File: src/rtl/gpo_commaalign_ctrl.sv
// Comma-align control for one GT lane: brings the GPO request bit into the RX user-clock
// domain and sequences rxcommaalignen through align/lock/timeout, reporting in GPI layout.
module gpo_commaalign_ctrl #(
    parameter int unsigned CHANNEL_ID     = 2,
    parameter int unsigned LOCK_CYCLES    = 16,
    parameter int unsigned TIMEOUT_CYCLES = 65535
) (
    input  logic        clk,
    input  logic        resetn,
    input  logic [15:0] gpo_in,
    input  logic        rxbyteisaligned,
    input  logic        rxbyterealign,
    output logic        rxcommaalignen_out,
    output logic        align_locked,
    output logic        align_timeout,
    output logic [15:0] status_out
);

    localparam int unsigned LockW = $clog2(LOCK_CYCLES);
    localparam int unsigned TmoW  = $clog2(TIMEOUT_CYCLES);

    localparam logic [LockW-1:0] LockLast = LockW'(LOCK_CYCLES - 1);
    localparam logic [TmoW-1:0]  TmoLast  = TmoW'(TIMEOUT_CYCLES - 1);

    if (CHANNEL_ID > 3) begin : gen_bad_channel
        $error("CHANNEL_ID must be in 0..3");
    end
    if (LOCK_CYCLES < 2) begin : gen_bad_lock
        $error("LOCK_CYCLES must be at least 2");
    end
    if (TIMEOUT_CYCLES <= LOCK_CYCLES) begin : gen_bad_timeout
        $error("TIMEOUT_CYCLES must exceed LOCK_CYCLES");
    end

    typedef enum logic [1:0] {
        StIdle,
        StAlign,
        StLocked,
        StFail
    } state_e;

    state_e           state_q, state_d;
    logic [LockW-1:0] lock_cnt_q, lock_cnt_d;
    logic [TmoW-1:0]  tmo_cnt_q, tmo_cnt_d;
    logic             req_meta_q, req_meta_d;
    logic             req_q, req_d;
    logic             align_en_q, align_en_d;
    logic             locked_q, locked_d;
    logic             timeout_q, timeout_d;
    logic             clean;

    // Only the channel's request bit crosses domains; the rest of the word is don't-care here.
    logic unused_gpo;
    assign unused_gpo = ^gpo_in;

    assign clean = rxbyteisaligned & ~rxbyterealign;

    always_comb begin
        req_meta_d = gpo_in[CHANNEL_ID+8];
        req_d      = req_meta_q;
    end

    always_ff @(posedge clk or negedge resetn) begin
        if (!resetn) begin
            req_meta_q <= 1'b0;
            req_q      <= 1'b0;
        end else begin
            req_meta_q <= req_meta_d;
            req_q      <= req_d;
        end
    end

    always_comb begin
        state_d    = state_q;
        lock_cnt_d = lock_cnt_q;
        tmo_cnt_d  = tmo_cnt_q;

        case (state_q)
            StIdle: begin
                if (req_q) begin
                    state_d    = StAlign;
                    lock_cnt_d = '0;
                    tmo_cnt_d  = '0;
                end
            end
            StAlign: begin
                // Lock is tested before timeout so a simultaneous finish resolves to lock.
                if (!req_q) begin
                    state_d = StIdle;
                end else if (clean && (lock_cnt_q == LockLast)) begin
                    state_d = StLocked;
                end else if (tmo_cnt_q == TmoLast) begin
                    state_d = StFail;
                end else begin
                    lock_cnt_d = clean ? lock_cnt_q + 1'b1 : '0;
                    tmo_cnt_d  = tmo_cnt_q + 1'b1;
                end
            end
            StLocked: begin
                if (!req_q) begin
                    state_d = StIdle;
                end else if (!clean) begin
                    state_d    = StAlign;
                    lock_cnt_d = '0;
                    tmo_cnt_d  = '0;
                end
            end
            StFail: begin
                if (!req_q) begin
                    state_d = StIdle;
                end
            end
            default: begin
                state_d = StIdle;
            end
        endcase
    end

    // Outputs decode the next state so they move on the same edge as the state register.
    always_comb begin
        align_en_d = (state_d == StAlign);
        locked_d   = (state_d == StLocked);
        timeout_d  = (state_d == StFail);
    end

    always_ff @(posedge clk or negedge resetn) begin
        if (!resetn) begin
            state_q    <= StIdle;
            lock_cnt_q <= '0;
            tmo_cnt_q  <= '0;
            align_en_q <= 1'b0;
            locked_q   <= 1'b0;
            timeout_q  <= 1'b0;
        end else begin
            state_q    <= state_d;
            lock_cnt_q <= lock_cnt_d;
            tmo_cnt_q  <= tmo_cnt_d;
            align_en_q <= align_en_d;
            locked_q   <= locked_d;
            timeout_q  <= timeout_d;
        end
    end

    assign rxcommaalignen_out = align_en_q;
    assign align_locked       = locked_q;
    assign align_timeout      = timeout_q;

    always_comb begin
        status_out               = '0;
        status_out[CHANNEL_ID]   = locked_q;
        status_out[CHANNEL_ID+4] = timeout_q;
        status_out[CHANNEL_ID+8] = align_en_q;
    end

endmodule

File: config.mk
export PLATFORM = sky130hd
export DESIGN_NAME = gpo_commaalign_ctrl
export DESIGN_NICKNAME = d
export VERILOG_FILES = /design/src/rtl/gpo_commaalign_ctrl.sv
export SDC_FILE = /design/constraint.sdc
export NUM_CORES = 1
export LEC_CHECK = 0
export CORE_UTILIZATION = 44
export DETAILED_ROUTE_END_ITERATION = 6
export GPL_ROUTABILITY_DRIVEN = 0
export GPL_TIMING_DRIVEN = 1
export MAX_ROUTING_LAYER = met4
export PLACE_DENSITY = 0.75
export RECOVER_POWER = 50
export SETUP_SLACK_MARGIN = 0.05
export SLEW_MARGIN = 5
export SYNTH_ARGS = -nofsm -noshare
export SYNTH_HDL_FRONTEND = slang
export SYNTH_SLANG_ARGS = --single-unit
File: constraint.sdc
create_clock -name clk -period 1.7 [get_ports clk]
set_input_delay 0.34 -clock clk [delete_from_list [all_inputs] [get_ports clk]]
set_output_delay 0.34 -clock clk [all_outputs]
set_load 0.01 [all_outputs]
-- Yosys cells after proc, flatten, opt, wreduce, memory -nomap -nowiden
Index checks and enable logic that the tools add are counted.
- $add $sub $neg: 2
- equal/unequal tests: 14
- muxes and demuxes: 23
- bitwise logic cells: 2
- reductions and logical operators: 4
- operator list (cell ; count):
    2-to-1 mux 16 bit ; 6
    case mux 16 bit (3 select lines) ; 1
    2-to-1 mux 4 bit ; 7
    adder 16 x 1 -> 16 bit, second input constant ; 1
    == test 16 bit, second input constant ; 1
    2-to-1 mux 2 bit ; 7
    inequality test 2 bit, second input constant ; 6
    case mux 4 bit (3 select lines) ; 1
    == test 2 bit, second input constant ; 4
    case mux 2 bit (4 select lines) ; 1
    AND reduction 7 bit ; 1
    adder 4 x 1 -> 4 bit, second input constant ; 1
    == test 2 x 1 -> 1 bit, second input constant ; 2
    == test 4 bit, second input constant ; 1
    nonzero test 3 bit ; 1
    logical NOT 2 bit ; 1
    AND 1 bit ; 1
    logical AND 1 bit ; 1
    NOT 1 bit ; 1
- register bits: 27
- input port bits: 20
- output and inout bits: 19
- logic and storage cells: 53

-- Longest topological paths before layout
- depth after elaboration: 7
- gate-level depth with buffers: 8
- gate-level depth less buffers: 8

-- Least setup slack after synthesis
OpenSTA, ideal clock, no wires.
- path type: register -> register
- from: reg tmo_cnt_q[0]
- to: reg tmo_cnt_q[7]
- library setup time: 0.078 ns
- arrival: 1.716 ns
- data required time: 1.622 ns
- path slack: -0.094 ns
- cell stages (with the launch flop): 8
- path buffers: 0
- period minus slack after synthesis: 1.794 ns
- path through: dfrtp_1 inv_1 ha_1 nand3_1 nor2_1 a2111o_1 or3_1 a21oi_1
- longest elaborated chain between the ends: 5
- elaborated cells on any way between the ends: 8
- those cells by class: 1 x add/sub; 2 x eq/ne; 4 x mux; 1 x reduce/logical
- RTL lines (what ; RTL line ; RTL):
    start, declared ; 44 ; logic [TmoW-1:0] tmo_cnt_q, tmo_cnt_d;
    start signal, assigned ; 137 ; tmo_cnt_q <= tmo_cnt_d;
    adder 16 x 1 -> 16 bit ; 96 ; tmo_cnt_d = tmo_cnt_q + 1'b1;
    2-to-1 mux 16 bit ; 92 ; end else if (tmo_cnt_q == TmoLast) begin
    2-to-1 mux 16 bit ; 90 ; end else if (clean && (lock_cnt_q == LockLast)) begin
    2-to-1 mux 16 bit ; 88 ; if (!req_q) begin
    case mux 16 bit (3 select lines) ; 78 ; case (state_q)
Parallel ways exist; a longest one is shown, timed or not. The select of a mux whose other input is x is not followed.
A chain may end at the register's enable or synchronous reset.

-- Worst setup path in the final report
Ends and elaborated chain as after synthesis.

==> impl_metrics.ini <==
[outcome]
outcome = finished with violations
violations = negative setup slack

[placed_design]
dp_hpwl_mm = 2.46
io_buffer_count = 10
dp_cells = 255
place_area_sq_um = 1860

[worst_setup_path]
cp_slowest_cell = a2111o_1
crit_family = compound AO/OA/AOI/OAI gates
max_stage_delay_ns = 0.49
startpoint_type = register
timing_worst_setup_path_type = reg -> reg
path_cells = inv_1, ha_2, nand3_4, nor2_4, a2111o_1, or3_1, a21oi_2
cp_max_fo = 6
critPathCaptureType = register
cp.required_ns = 1.98
worst-path-buf-inv = 1
worst-endpoint-arrival_ns = 2.06

[die]
dieArea_sq_um = 3720
core_area_sq_um = 3340
fp-row-count = 21
initial_utilization = 0.459
die_height_microns = 61.0
io_pins = 39
die_w_microns = 61.0

[power_and_ir_drop]
ir_worst_vdd_mv = 0.340
power.total_mw = 1.14
power_density_nw_per_um2 = 537
leakagePower_nw = 0.942

[cells_and_area]
final_cell_mix = buf_4 (39), dfrtp_1 (27), nand2_1 (14), nor2_1 (13), conb_1 (13)
n_antenna_cell = 0
area_growth_pct = 38.8
final_area_sq_um = 2130
finalNonFillerCells = 268
utilization = 0.637
final_common_cell = buf_4
num-nets-final = 246
layout-drive-gt1-share = 0.356

[yosys]
synth_flop_cell = dfrtp_1
synth.avg_cell_area_sq_um = 8.96
synth-edff-count = 0
synth_cell_types = 36
syn_inst = 171
synth-warning-count = 0
yosysSeqAreaShare = 0.441
syn_area_sq_um = 1530
async_reset_ff_frac = 1.00
ys_ff_latch = 27

[routing]
routed_wl_mm = 3.74
drtIter0Drc = 47
first_pass_iters = 4
antenna_left = 0
drc_errors = 0
viasPerCell = 5.25
vias = 1407
post_drt_wl_per_cell_microns = 14.0

[global_routing]
grt_max_degree = 28
antenna_found_initial = 0
grt_pass1_vias = 1309
grt_pass1_wl_mm = 5.64
grt_usage = 0.213
grt-ovfl-total = 0

[clock_network]
postCtsHoldBufs = 0
clockBufferDepth = 2
cts.sinks = 27
cts_root_buffer = clkbuf_4
h-tree-depth = 1
clk_pin_slew_ns = 0.15
cts_buffers = 3
insertion_delay_ns = 0.35
cts_tree = done

[sta]
relSlewSlack = 0.539
fin_setup_tns_ns = -0.274
fin_crit_ns = 1.78
worst_pin_slew_ns = 0.691
worst_slack_ns = -0.0813
setup_viol = 5
hold_violations = 0
drv_slew = 0
max_clock_freq_ghz = 0.561
skew_ns = 0.0122
fin_crit_sh = 1.05
rsz0062_at_grt = true

[worst_hold_path]
hold_class = reg -> reg

[run]
maxCapViolCount = 0
==> timing repair <==
item | CTS | global route
setup endpoints to repair | 17 | 18
pin swaps | 6 | 18
gates resized for setup | 12 | 37
setup buffers | 3 | 6
==> power by group <==
part           internal [mW]  total [mW]  leakage [nW]  switching [mW]
Clock                 0.0925       0.295        0.0150           0.203
Combinational         0.0744       0.177         0.562           0.103
Sequential             0.659       0.671         0.365          0.0119
==> final cells by class <==
type	instances	area [sq um]
Clock buffer	4	26.3
Fill cell	289	1210
Inverter	4	15.0
Multi-Input combinational cell	133	910
Sequential cell	27	676
Tap cell	46	57.6
Timing Repair Buffer	54	443
==> metrics by stage <==
stage,hold WS (ns),worst slack (ns)
floorplan,0.0444,-0.0753
global placement,0.334,-0.341
detailed placement,0.340,-0.397
CTS,0.361,-0.0733
global route,0.403,-0.148
finish,0.372,-0.0813
==> cell families (layout without fill, tap and decap cells) <==
logic type               after synthesis  count (layout)  synth area share
AO/OA/AOI/OAI                         32              32             0.131
adder cells (fa/ha/maj)                3               3            0.0245
AND/OR/NAND/NOR                       79              79             0.264
flip-flops                            27              27             0.441
other                                  1              13           0.00245
buffers and inverters                 23              62             0.100
XOR/XNOR                               4               4            0.0229
multiplexers                           2               2            0.0131
==> Yosys cell counts, types with 2 or more instances <==
cell type	number	area (sq um)
and2_1	2	12.5
xnor2_1	4	35.0
o21ai_0	15	75.1
a2111o_1	2	22.5
nand2b_1	5	31.3
mux2i_1	2	20.0
nor3_1	4	20.0
nor4_1	2	12.5
and4_1	4	35.0
nand4_1	7	43.8
buf_4	16	120
inv_1	4	15.0
a31oi_1	2	12.5
nand2_1	20	75.1
a21boi_0	2	15.0
ha_1	3	37.5
dfrtp_1	27	676
nor2_1	15	56.3
or3_1	5	31.3
and3_1	2	12.5
nand3_1	9	45.0
a21oi_1	5	25.0
==> routing by layer <==
layer,vias to the layer above,wire length [microns],GRT usage
li1,684,-,-
met1,688,1580,0.239
met2,28,2010,0.379
met3,7,83,0.0189
met4,0,75,0.104
met5,-,0,-
==> path summary, 6_finish.rpt <==
path	to	slack, ns	cells after the start	startpoint
setup / recovery	tmo_cnt_q[7]	-0.08	7	tmo_cnt_q[0]
hold / removal	req_q	0.37	0	req_d
setup reg to reg	tmo_cnt_q[7]	-0.08	7	tmo_cnt_q[0]
hold reg to reg	req_q	0.37	0	req_d
max in group asynchronous	tmo_cnt_q[14]	0.71	2	resetn
min in group asynchronous	lock_cnt_q[1]	0.54	2	resetn
==> flip-flops by register name, indices dropped and copies added (netlist names) <==
name                cells
align_locked            1
align_timeout           1
lock_cnt_q              4
req_d                   1
req_q                   1
rxcommaalignen_out      1
state_q                 2
tmo_cnt_q              16
==> worst reg2reg max path, cell delays in order (launching register included) <==
cell and delay [ns]:
dfrtp_1 0.38, inv_1 0.05, ha_2 0.20, nand3_4 0.07, nor2_4 0.04, a2111o_1 0.49
or3_1 0.35, a21oi_2 0.14
Power figures use the tool's default switching activity.
